**src/rtl/axi_interconnect_crossbar_rsp_route_pkg.sv**
```systemverilog
// Shared crossbar definitions: AXI response codes, default sizes and the
// index/pointer width helpers used by the return-path blocks.
package axi_interconnect_crossbar_rsp_route_pkg;

  typedef enum logic [1:0] {
    RESP_OKAY   = 2'b00,
    RESP_EXOKAY = 2'b01,
    RESP_SLVERR = 2'b10,
    RESP_DECERR = 2'b11
  } axi_resp_e;

  localparam int unsigned DEF_NUM    = 8;
  localparam int unsigned DEF_DEPTH  = 8;
  localparam int unsigned DEF_DATA_W = 64;

  // A slave that keeps rvalid up this long with nothing outstanding is flagged.
  localparam int unsigned EMPTY_RVALID_LIMIT = 16;

  function automatic int unsigned idxWidth(input int unsigned n);
    return (n > 1) ? $clog2(n) : 1;
  endfunction

  function automatic int unsigned ptrWidth(input int unsigned depth);
    return $clog2(depth) + 1;
  endfunction

endpackage

```
**src/rtl/axi_interconnect_crossbar_rsp_route_idx_fifo.sv**
```systemverilog
// In-order FIFO of master indices with wrap-flag pointers; shared by the
// R and B return paths of the crossbar.
module axi_interconnect_crossbar_idx_fifo
  import axi_interconnect_crossbar_rsp_route_pkg::*;
#(
  parameter  int unsigned DEPTH = DEF_DEPTH,
  parameter  int unsigned WIDTH = 3,
  localparam int unsigned PTR_W = ptrWidth(DEPTH)
) (
  input  logic             clk_sys,
  input  logic             rst_n,
  input  logic             push_i,
  input  logic [WIDTH-1:0] push_data_i,
  input  logic             pop_i,
  output logic [WIDTH-1:0] head_o,
  output logic             full_o,
  output logic             empty_o,
  output logic [PTR_W-1:0] count_o
);

  localparam int unsigned AW = PTR_W - 1;

  logic [PTR_W-1:0] wptr_q, rptr_q;
  logic [WIDTH-1:0] mem_q [DEPTH];
  logic             pushEn, popEn;

  assign full_o  = (wptr_q[AW-1:0] == rptr_q[AW-1:0]) && (wptr_q[AW] != rptr_q[AW]);
  assign empty_o = (wptr_q == rptr_q);
  assign count_o = wptr_q - rptr_q;
  assign head_o  = mem_q[rptr_q[AW-1:0]];

  assign pushEn = push_i && !full_o;
  assign popEn  = pop_i && !empty_o;

  always_ff @(posedge clk_sys or negedge rst_n) begin
    if (!rst_n) begin
      wptr_q <= '0;
      rptr_q <= '0;
    end else begin
      if (pushEn) wptr_q <= wptr_q + PTR_W'(1);
      if (popEn)  rptr_q <= rptr_q + PTR_W'(1);
    end
  end

  // Storage needs no reset: an entry is only read once the pointers cover it.
  always_ff @(posedge clk_sys) begin
    if (pushEn) mem_q[wptr_q[AW-1:0]] <= push_data_i;
  end

endmodule

```
**src/rtl/axi_interconnect_crossbar_rsp_route.sv**
```systemverilog
// Read-response return path: routes slave R beats to the master recorded at
// AR time, in order, through a one-deep registered output stage.
module axi_interconnect_crossbar_rsp_route
  import axi_interconnect_crossbar_rsp_route_pkg::*;
#(
  parameter  int unsigned NUM    = DEF_NUM,
  parameter  int unsigned DEPTH  = DEF_DEPTH,
  parameter  int unsigned DATA_W = DEF_DATA_W,
  localparam int unsigned WIDTH  = idxWidth(NUM),
  localparam int unsigned PTR_W  = ptrWidth(DEPTH)
) (
  input  logic              clk_sys,
  input  logic              rst_n,
  input  logic              ar_push,
  input  logic [WIDTH-1:0]  ar_user,
  output logic              ar_full,
  input  logic              s_rvalid,
  output logic              s_rready,
  input  logic [DATA_W-1:0] s_rdata,
  input  logic [1:0]        s_rresp,
  input  logic              s_rlast,
  output logic [NUM-1:0]    m_rvalid,
  input  logic [NUM-1:0]    m_rready,
  output logic [DATA_W-1:0] m_rdata,
  output logic [1:0]        m_rresp,
  output logic              m_rlast,
  output logic [PTR_W-1:0]  outstanding,
  output logic              err_unexp
);

  localparam int unsigned CNT_W = $clog2(EMPTY_RVALID_LIMIT) + 1;

  logic [WIDTH-1:0]  headUser;
  logic              fifoEmpty, headValid;
  logic              outVld_q, outVld_d;
  logic [WIDTH-1:0]  outUser_q, outUser_d;
  logic [DATA_W-1:0] outData_q, outData_d;
  logic [1:0]        outResp_q, outResp_d;
  logic              outLast_q, outLast_d;
  logic              outAccept, beatTaken, popBeat, emptyRvalid;
  logic [CNT_W-1:0]  emptyCnt_q, emptyCnt_d;
  logic              err_q, err_d;

  axi_interconnect_crossbar_idx_fifo #(
    .DEPTH (DEPTH),
    .WIDTH (WIDTH)
  ) u_idx_fifo (
    .clk_sys     (clk_sys),
    .rst_n       (rst_n),
    .push_i      (ar_push),
    .push_data_i (ar_user),
    .pop_i       (popBeat),
    .head_o      (headUser),
    .full_o      (ar_full),
    .empty_o     (fifoEmpty),
    .count_o     (outstanding)
  );

  assign headValid   = !fifoEmpty;
  assign outAccept   = outVld_q && m_rready[outUser_q];
  assign s_rready    = headValid && (!outVld_q || outAccept);
  assign beatTaken   = s_rvalid && s_rready;
  assign popBeat     = beatTaken && s_rlast;
  assign emptyRvalid = s_rvalid && !headValid;

  always_comb begin
    outVld_d  = outVld_q;
    outUser_d = outUser_q;
    outData_d = outData_q;
    outResp_d = outResp_q;
    outLast_d = outLast_q;
    if (beatTaken) begin
      outVld_d  = 1'b1;
      outUser_d = headUser;
      outData_d = s_rdata;
      outResp_d = s_rresp;
      outLast_d = s_rlast;
    end else if (outAccept) begin
      outVld_d = 1'b0;
    end
  end

  // The empty-rvalid counter saturates at the limit so the error fires once per episode.
  always_comb begin
    emptyCnt_d = '0;
    if (emptyRvalid) begin
      emptyCnt_d = (emptyCnt_q == CNT_W'(EMPTY_RVALID_LIMIT)) ? emptyCnt_q
                                                              : emptyCnt_q + CNT_W'(1);
    end
    err_d = (ar_push && ar_full) ||
            (emptyRvalid && (emptyCnt_q == CNT_W'(EMPTY_RVALID_LIMIT - 1)));
  end

  always_ff @(posedge clk_sys or negedge rst_n) begin
    if (!rst_n) begin
      outVld_q   <= 1'b0;
      outUser_q  <= '0;
      outData_q  <= '0;
      outResp_q  <= RESP_OKAY;
      outLast_q  <= 1'b0;
      emptyCnt_q <= '0;
      err_q      <= 1'b0;
    end else begin
      outVld_q   <= outVld_d;
      outUser_q  <= outUser_d;
      outData_q  <= outData_d;
      outResp_q  <= outResp_d;
      outLast_q  <= outLast_d;
      emptyCnt_q <= emptyCnt_d;
      err_q      <= err_d;
    end
  end

  always_comb begin
    m_rvalid            = '0;
    m_rvalid[outUser_q] = outVld_q;
  end

  assign m_rdata   = outData_q;
  assign m_rresp   = outResp_q;
  assign m_rlast   = outLast_q;
  assign err_unexp = err_q;

endmodule
```
**config.mk**
```make
export PLATFORM = sky130hd
export DESIGN_NAME = axi_interconnect_crossbar_rsp_route
export DESIGN_NICKNAME = d
export VERILOG_FILES = /design/src/rtl/axi_interconnect_crossbar_rsp_route_pkg.sv /design/src/rtl/axi_interconnect_crossbar_rsp_route_idx_fifo.sv /design/src/rtl/axi_interconnect_crossbar_rsp_route.sv
export SDC_FILE = /design/constraint.sdc
export NUM_CORES = 1
export LEC_CHECK = 0
export CORE_MARGIN = 10
export CORE_UTILIZATION = 51
export CTS_BUF_LIST = sky130_fd_sc_hd__clkbuf_8
export DETAILED_ROUTE_END_ITERATION = 12
export PLACE_DENSITY = 0.95
export SETUP_SLACK_MARGIN = 0.2
export SYNTH_ARGS = -nofsm -noshare
export SYNTH_HDL_FRONTEND = slang
export SYNTH_HIERARCHICAL = 1
export SYNTH_SLANG_ARGS = --single-unit
```
**constraint.sdc**
```tcl
create_clock -name clk_sys -period 5.05 [get_ports clk_sys]
set_clock_uncertainty 0.1 [all_clocks]
set_input_delay 1.01 -clock clk_sys [delete_from_list [all_inputs] [get_ports clk_sys]]
set_output_delay 1.01 -clock clk_sys [all_outputs]
set_load 0.01 [all_outputs]
```
==> impl_metrics.json, run 1 <==
{
  "pin_count": 164,
  "power.density_nw_per_um2": 670,
  "drt-met1-wl_mm": 5.31,
  "drcViolationCount": 0,
  "outcome": "complete, no violations",
  "synth.yosys.seq_area_share_pct": 57.6,
  "grt_overflow": 0,
  "p_int_mw": 3.00,
  "crit_required_ns": 3.94,
  "hold_path_class": "reg -> reg",
  "vias": 3049,
  "drt_iter0_drc": 239,
  "critPathCaptureType": "output port",
  "clock.fmax_mhz": 257,
  "hold_buffers": 0,
  "syn_area_sq_um": 4940,
  "vdd_drop_max_uv": 424,
  "die_width_microns": 118,
  "synth_seq_cells": 109,
  "cts.clk_slew.worst_paths_ns": 0.10,
  "grt_pass1_vias": 3343,
  "drive_gt1_share_pct": 21.9,
  "combPwrFrac_pct": 54.0,
  "cts_root_buffer": "clkbuf_8",
  "netlist_instances": 305,
  "crit_path_start_kind": "input pin",
  "worstSkewPairLatency_ns": 0.35,
  "syn2layout_area_growth_pct": 37.3,
  "clk_path_buf_depth": 2,
  "crit_fanout": 3,
  "cts_tree": "done",
  "grt_max_degree": 86,
  "clock_sinks": 109,
  "syn_area_per_cell_sq_um": 16.2,
  "max-slew-margin-rel_pct": 28.4,
  "syn-num-nets": 396,
  "cts_buffers": 9,
  "crit_arrival_ns": 2.78,
  "postCtsSetupBuffers": 0,
  "finalNetCount": 561,
  "post-route-period-util_pct": 77.1,
  "setup_tns_ns": 0,
  "h-tree-depth": 3,
  "yosys_warnings": 6,
  "wl_met3_microns": 643,
  "fin_crit_ns": 3.89,
  "grt_pass1_wl_mm": 20.3,
  "dieArea_sq_um": 14000,
  "yosysTopAreaCellShare_pct": 43.0,
  "worst_slew_pin_slew_ns": 1.07,
  "rows": 35,
  "multi_input_area_sq_um": 1880,
  "finalPower_mw": 4.55,
  "yosysTopAreaCell": "dfrtp_1",
  "antenna_cells": 0,
  "hold_viol": 0,
  "antenna_found_initial": 0,
  "wl_per_cell_microns": 21.6,
  "synthDistinctLibCells": 38,
  "nFillCells": 590,
  "critPathKind": "in -> out",
  "mostFrequentLayoutCells": "clkdlybuf4s50_1, dfrtp_1, mux2_4, edfxtp_1, nor2_1",
  "seqCellArea_sq_um": 2850,
  "clkPwrFrac_pct": 11.6,
  "setup_violations": 0,
  "grt_setup_unrepaired": "false",
  "drtPass1Iterations": 4,
  "highest_layer": "met4",
  "swShare_pct": 34.1,
  "track_usage_pct": 18.4,
  "place_congestion": 0.803,
  "dp_hpwl_mm": 10.1,
  "initial_core_util_pct": 53.0,
  "slew_viol_final": 0,
  "numPortBuffers": 163,
  "leakagePower_nw": 2.86,
  "die_h_microns": 118,
  "maxCapViolations": 0,
  "rrSetupSlack_ns": 1.66,
  "avgViaCountPerCell": 5.05,
  "switchingPower_mw": 1.55,
  "mostFrequentLayoutCell": "clkdlybuf4s50_1",
  "synthTopCellsByArea": "dfrtp_1, mux2_4, edfxtp_1, mux4_2, buf_12",
  "coreArea_sq_um": 9330,
  "totalWireLength_mm": 13.1,
  "power_frac_seq_pct": 34.4,
  "cts_repair_resize_count": 0,
  "holdWs_ns": 0.417,
  "drtAntennaViolNets": 0,
  "wl_met2_mm": 6.93
}
## worst paths after layout
check                                     start      endpoint  depth (start not counted)
setup / recovery                    m_rready[7]      s_rready                          5
setup reg to reg           u_idx_fifo/rptr_q[0]   m_rdata[11]                          7
max in group asynchronous                 rst_n  outUser_q[0]                          1
hold reg to reg                     m_rdata[42]   m_rdata[42]                          1
hold / removal                      m_rdata[42]   m_rdata[42]                          1
min in group asynchronous                 rst_n   m_rdata[20]                          1
## cells by family after synthesis
| family | share of synthesized area [%] |
|---|---|
| AO/OA/AOI/OAI | 2.53 |
| XOR/XNOR | 2.45 |
| adder cells (fa/ha/maj) | 2.43 |
| buffers and inverters | 4.45 |
| flip-flops | 57.6 |
| multiplexers | 25.3 |
| AND/OR/NAND/NOR | 5.26 |
## synthesized netlist by cell type, drive strengths merged
cell type  instances
a21o               1
a21oi              4
a32o               1
and2               1
and3               1
buf               10
clkbuf             1
dfrtp             85
edfxtp            24
fa                 1
ha                 8
inv               13
mux2              71
mux2i              3
mux4               7
nand2             16
nand2b             5
nand3              3
nor2              20
nor3               7
nor4               1
nor4b              1
o211ai             1
o21ai              2
o221a              1
o221ai             1
o32a               1
or2                1
or2b               1
xnor2              8
xor2               5
## registers in the layout (all words and copies together), names as in the netlist
name / count
u_idx_fifo/wptr_q: 4
m_rdata: 64
err_unexp: 1
outVld_q: 1
outUser_q: 3
m_rlast: 1
emptyCnt_q: 5
u_idx_fifo/rptr_q: 4
u_idx_fifo/mem_q: 24
m_rresp: 2
## power by group through the flow
| stage | sequential [mW] | clock [mW] | combinational, mW |
|---|---|---|---|
| floorplan | 1.62 | 0 | 1.45 |
| global placement | 1.54 | 0 | 2.40 |
| detailed placement | 1.58 | 0 | 2.47 |
| CTS | 1.56 | 0.537 | 2.49 |
| global route | 1.62 | 0.579 | 2.61 |
| finish | 1.56 | 0.529 | 2.46 |
## critical path, cell delays in order
cell and delay [ns]:
clkdlybuf4s50_1 0.40, mux4_2 0.51, a21oi_1 0.26, nor2_1 0.07, clkdlybuf4s50_1 0.53
## layout make-up
| class | instances | share of cell area, % |
|---|---|---|
| Sequential cell | 109 | 42.0 |
| Multi-Input combinational cell | 172 | 27.6 |
| Timing Repair Buffer | 165 | 24.4 |
| Tap cell | 129 | 2.38 |
| Clock buffer | 9 | 1.82 |
| Clock inverter | 7 | 1.07 |
| Inverter | 13 | 0.719 |
## stage by stage
| step | setup WS (ns) | cell area [sq um] | cells | utilization (%) |
|---|---|---|---|---|
| after floorplan | 2.18 | 4940 | 305 | - |
| after global placement | 1.16 | 6590 | 588 | 70.7 |
| after detailed placement | 1.13 | 6590 | 588 | 70.7 |
| after CTS | 1.13 | 6790 | 604 | 72.8 |
| after global routing | 1.11 | 6790 | 604 | 72.8 |
| final | 1.16 | 6790 | 604 | 72.8 |
## layer usage
layer | vias to the layer above | track usage (%)
li1 | 1403 | -
met2 | 118 | 33.2
met5 | - | 0
met4 | 0 | 4.05
met1 | 1518 | 21.3
met3 | 10 | 4.81
No activity file was read; power rests on OpenSTA's default activity.
==> inputs of run 2 (changes only) <==
- CORE_UTILIZATION: 51 -> 43
- PLACE_DENSITY: 0.95 -> 0.9
- clock period: 5.05 -> 3.17 ns (I/O delays scaled with it)
==> impl_metrics.json, run 2 (synthesis gave the netlist of run 1 again) <==
{
  "outcome": "complete, no violations",
  "grt_setup_unrepaired": "false",
  "hold_buffers": 0,
  "cts_root_buffer": "clkbuf_8",
  "crit_arrival_ns": 2.15,
  "drtPass1Iterations": 4,
  "worst_slew_pin_slew_ns": 1.07,
  "grt_max_degree": 86,
  "pin_count": 164,
  "maxCapViolations": 0,
  "crit_fanout": 3,
  "worstSkewPairLatency_ns": 0.38,
  "finalNetCount": 568,
  "dp.cells": 606,
  "drt_iter0_drc": 151,
  "antenna_cells": 0,
  "crit_path_start_kind": "input pin",
  "cts_buffers": 9,
  "clock.fmax_mhz": 347,
  "crit_slowest_cell": "mux4_2",
  "drive_gt1_share_pct": 23.9,
  "busiest_layer": "met2",
  "avgViaCountPerCell": 4.91,
  "critPathKind": "in -> out",
  "rows": 39,
  "hold_viol": 0,
  "place_area_sq_um": 6650,
  "use_met2_pct": 26.5,
  "drtAntennaViolNets": 0,
  "critPathMaxStageDelay_ns": 0.51,
  "mostFrequentLayoutCell": "clkdlybuf4s50_1",
  "fin_crit_ns": 2.88,
  "hold_path_class": "in -> async",
  "largest_reg_flops": 64,
  "antenna_found_initial": 0,
  "totalWireLength_mm": 12.2,
  "vdd_drop_max_uv": 917,
  "instances_no_fill": 625,
  "grt_pass1_vias": 3419,
  "coreArea_sq_um": 11300,
  "grt_overflow": 0,
  "grt_pass1_wl_mm": 19.3,
  "clk_path_buf_depth": 2,
  "syn2layout_area_growth_pct": 39.1,
  "drcViolationCount": 0,
  "leakagePower_nw": 2.92,
  "track_usage_pct": 15.2,
  "cts.clk_slew.worst_paths_ns": 0.11,
  "finalPower_mw": 7.29,
  "dp_hpwl_mm": 9.31,
  "post-route-period-util_pct": 91.0,
  "stdcell_area_sq_um": 6880,
  "mostFrequentLayoutCells": "clkdlybuf4s50_1, dfrtp_1, mux2_4, edfxtp_1, nor2_1",
  "vias": 3066,
  "place_congestion": 0.769,
  "final_util_pct": 60.8,
  "crit_required_ns": 2.44,
  "wl_per_cell_microns": 19.6,
  "cts_tree": "done",
  "max-slew-margin-rel_pct": 28.4,
  "grt_use_met3_pct": 5.00,
  "cp_cell_sequence": "clkdlybuf4s50_1 -> mux4_2 -> a21oi_2 -> buf_4 -> nor2_1 -> clkdlybuf4s15_1",
  "power.density_nw_per_um2": 1060,
  "slew_viol_final": 0,
  "h-tree-depth": 3,
  "initial_core_util_pct": 43.7,
  "grt_util_met1_pct": 16.9,
  "setup_tns_ns": 0,
  "setup_violations": 0,
  "critPathCaptureType": "output port",
  "clock_sinks": 109,
  "numPortBuffers": 163,
  "die_h_microns": 127,
  "die_width_microns": 127,
  "dieArea_sq_um": 16200
}
run 2: layout make-up:
type	count	area [sq um]
fill	881	4440
sequential	109	2850
multi-input combinational	172	1880
timing repair buffer	172	1720
tap	143	179
clock buffer	9	124
clock inverter	7	71.3
inverter	13	48.8
run 2: layer usage:
metal  part of all wire, %  vias up
li1                      -     1414
met5                     0        -
met1                    38     1532
met4                   2.3        0
met2                    53      100
met3                   6.3       20
run 2: stage by stage:
step / setup WS, ns / hold slack [ns]
4_1_cts: 0.201 / 0.362
2_1_floorplan: 0.296 / 0.238
5_1_grt: 0.198 / 0.394
3_5_place_dp: 0.0389 / 0.392
6_report: 0.286 / 0.332
3_3_place_gp: 0.0576 / 0.390
run 2: worst paths after layout:
check | cells past startpoint | from | to | slack, ns
hold reg to reg | 1 | m_rdata[5] | m_rdata[5] | 0.41
min in group clk_sys | 1 | m_rdata[5] | m_rdata[5] | 0.41
hold / removal | 1 | rst_n | m_rdata[0] | 0.33
setup reg to reg | 8 | u_idx_fifo/rptr_q[2] | m_rdata[6] | 0.61
max in group asynchronous | 1 | rst_n | outUser_q[0] | 1.87
setup / recovery | 6 | m_rready[4] | s_rready | 0.29
run 2: repair_timing:
action	4_1_cts	5_1_grt
cloned	0	0
pin swaps	0	0
resized for setup	7	3
setup endpoints to repair	5	3
setup buffers	1	2
run 2: power by group:
group | switching, mW | leakage, nW | internal, mW | total, mW
registers | 0.398 | 1.22 | 2.03 | 2.42
logic | 1.58 | 1.59 | 2.43 | 4.01
clock network | 0.483 | 0.102 | 0.370 | 0.853
total | 2.46 | 2.92 | 4.83 | 7.29
run 2: worst max-delay path: cells and delay by family:
| kind | cells | cell delay, ns |
|---|---|---|
| simple gates | 1 | 0.04 |
| mux | 1 | 0.51 |
| buf+inv | 3 | 0.80 |
| compound gates | 1 | 0.16 |
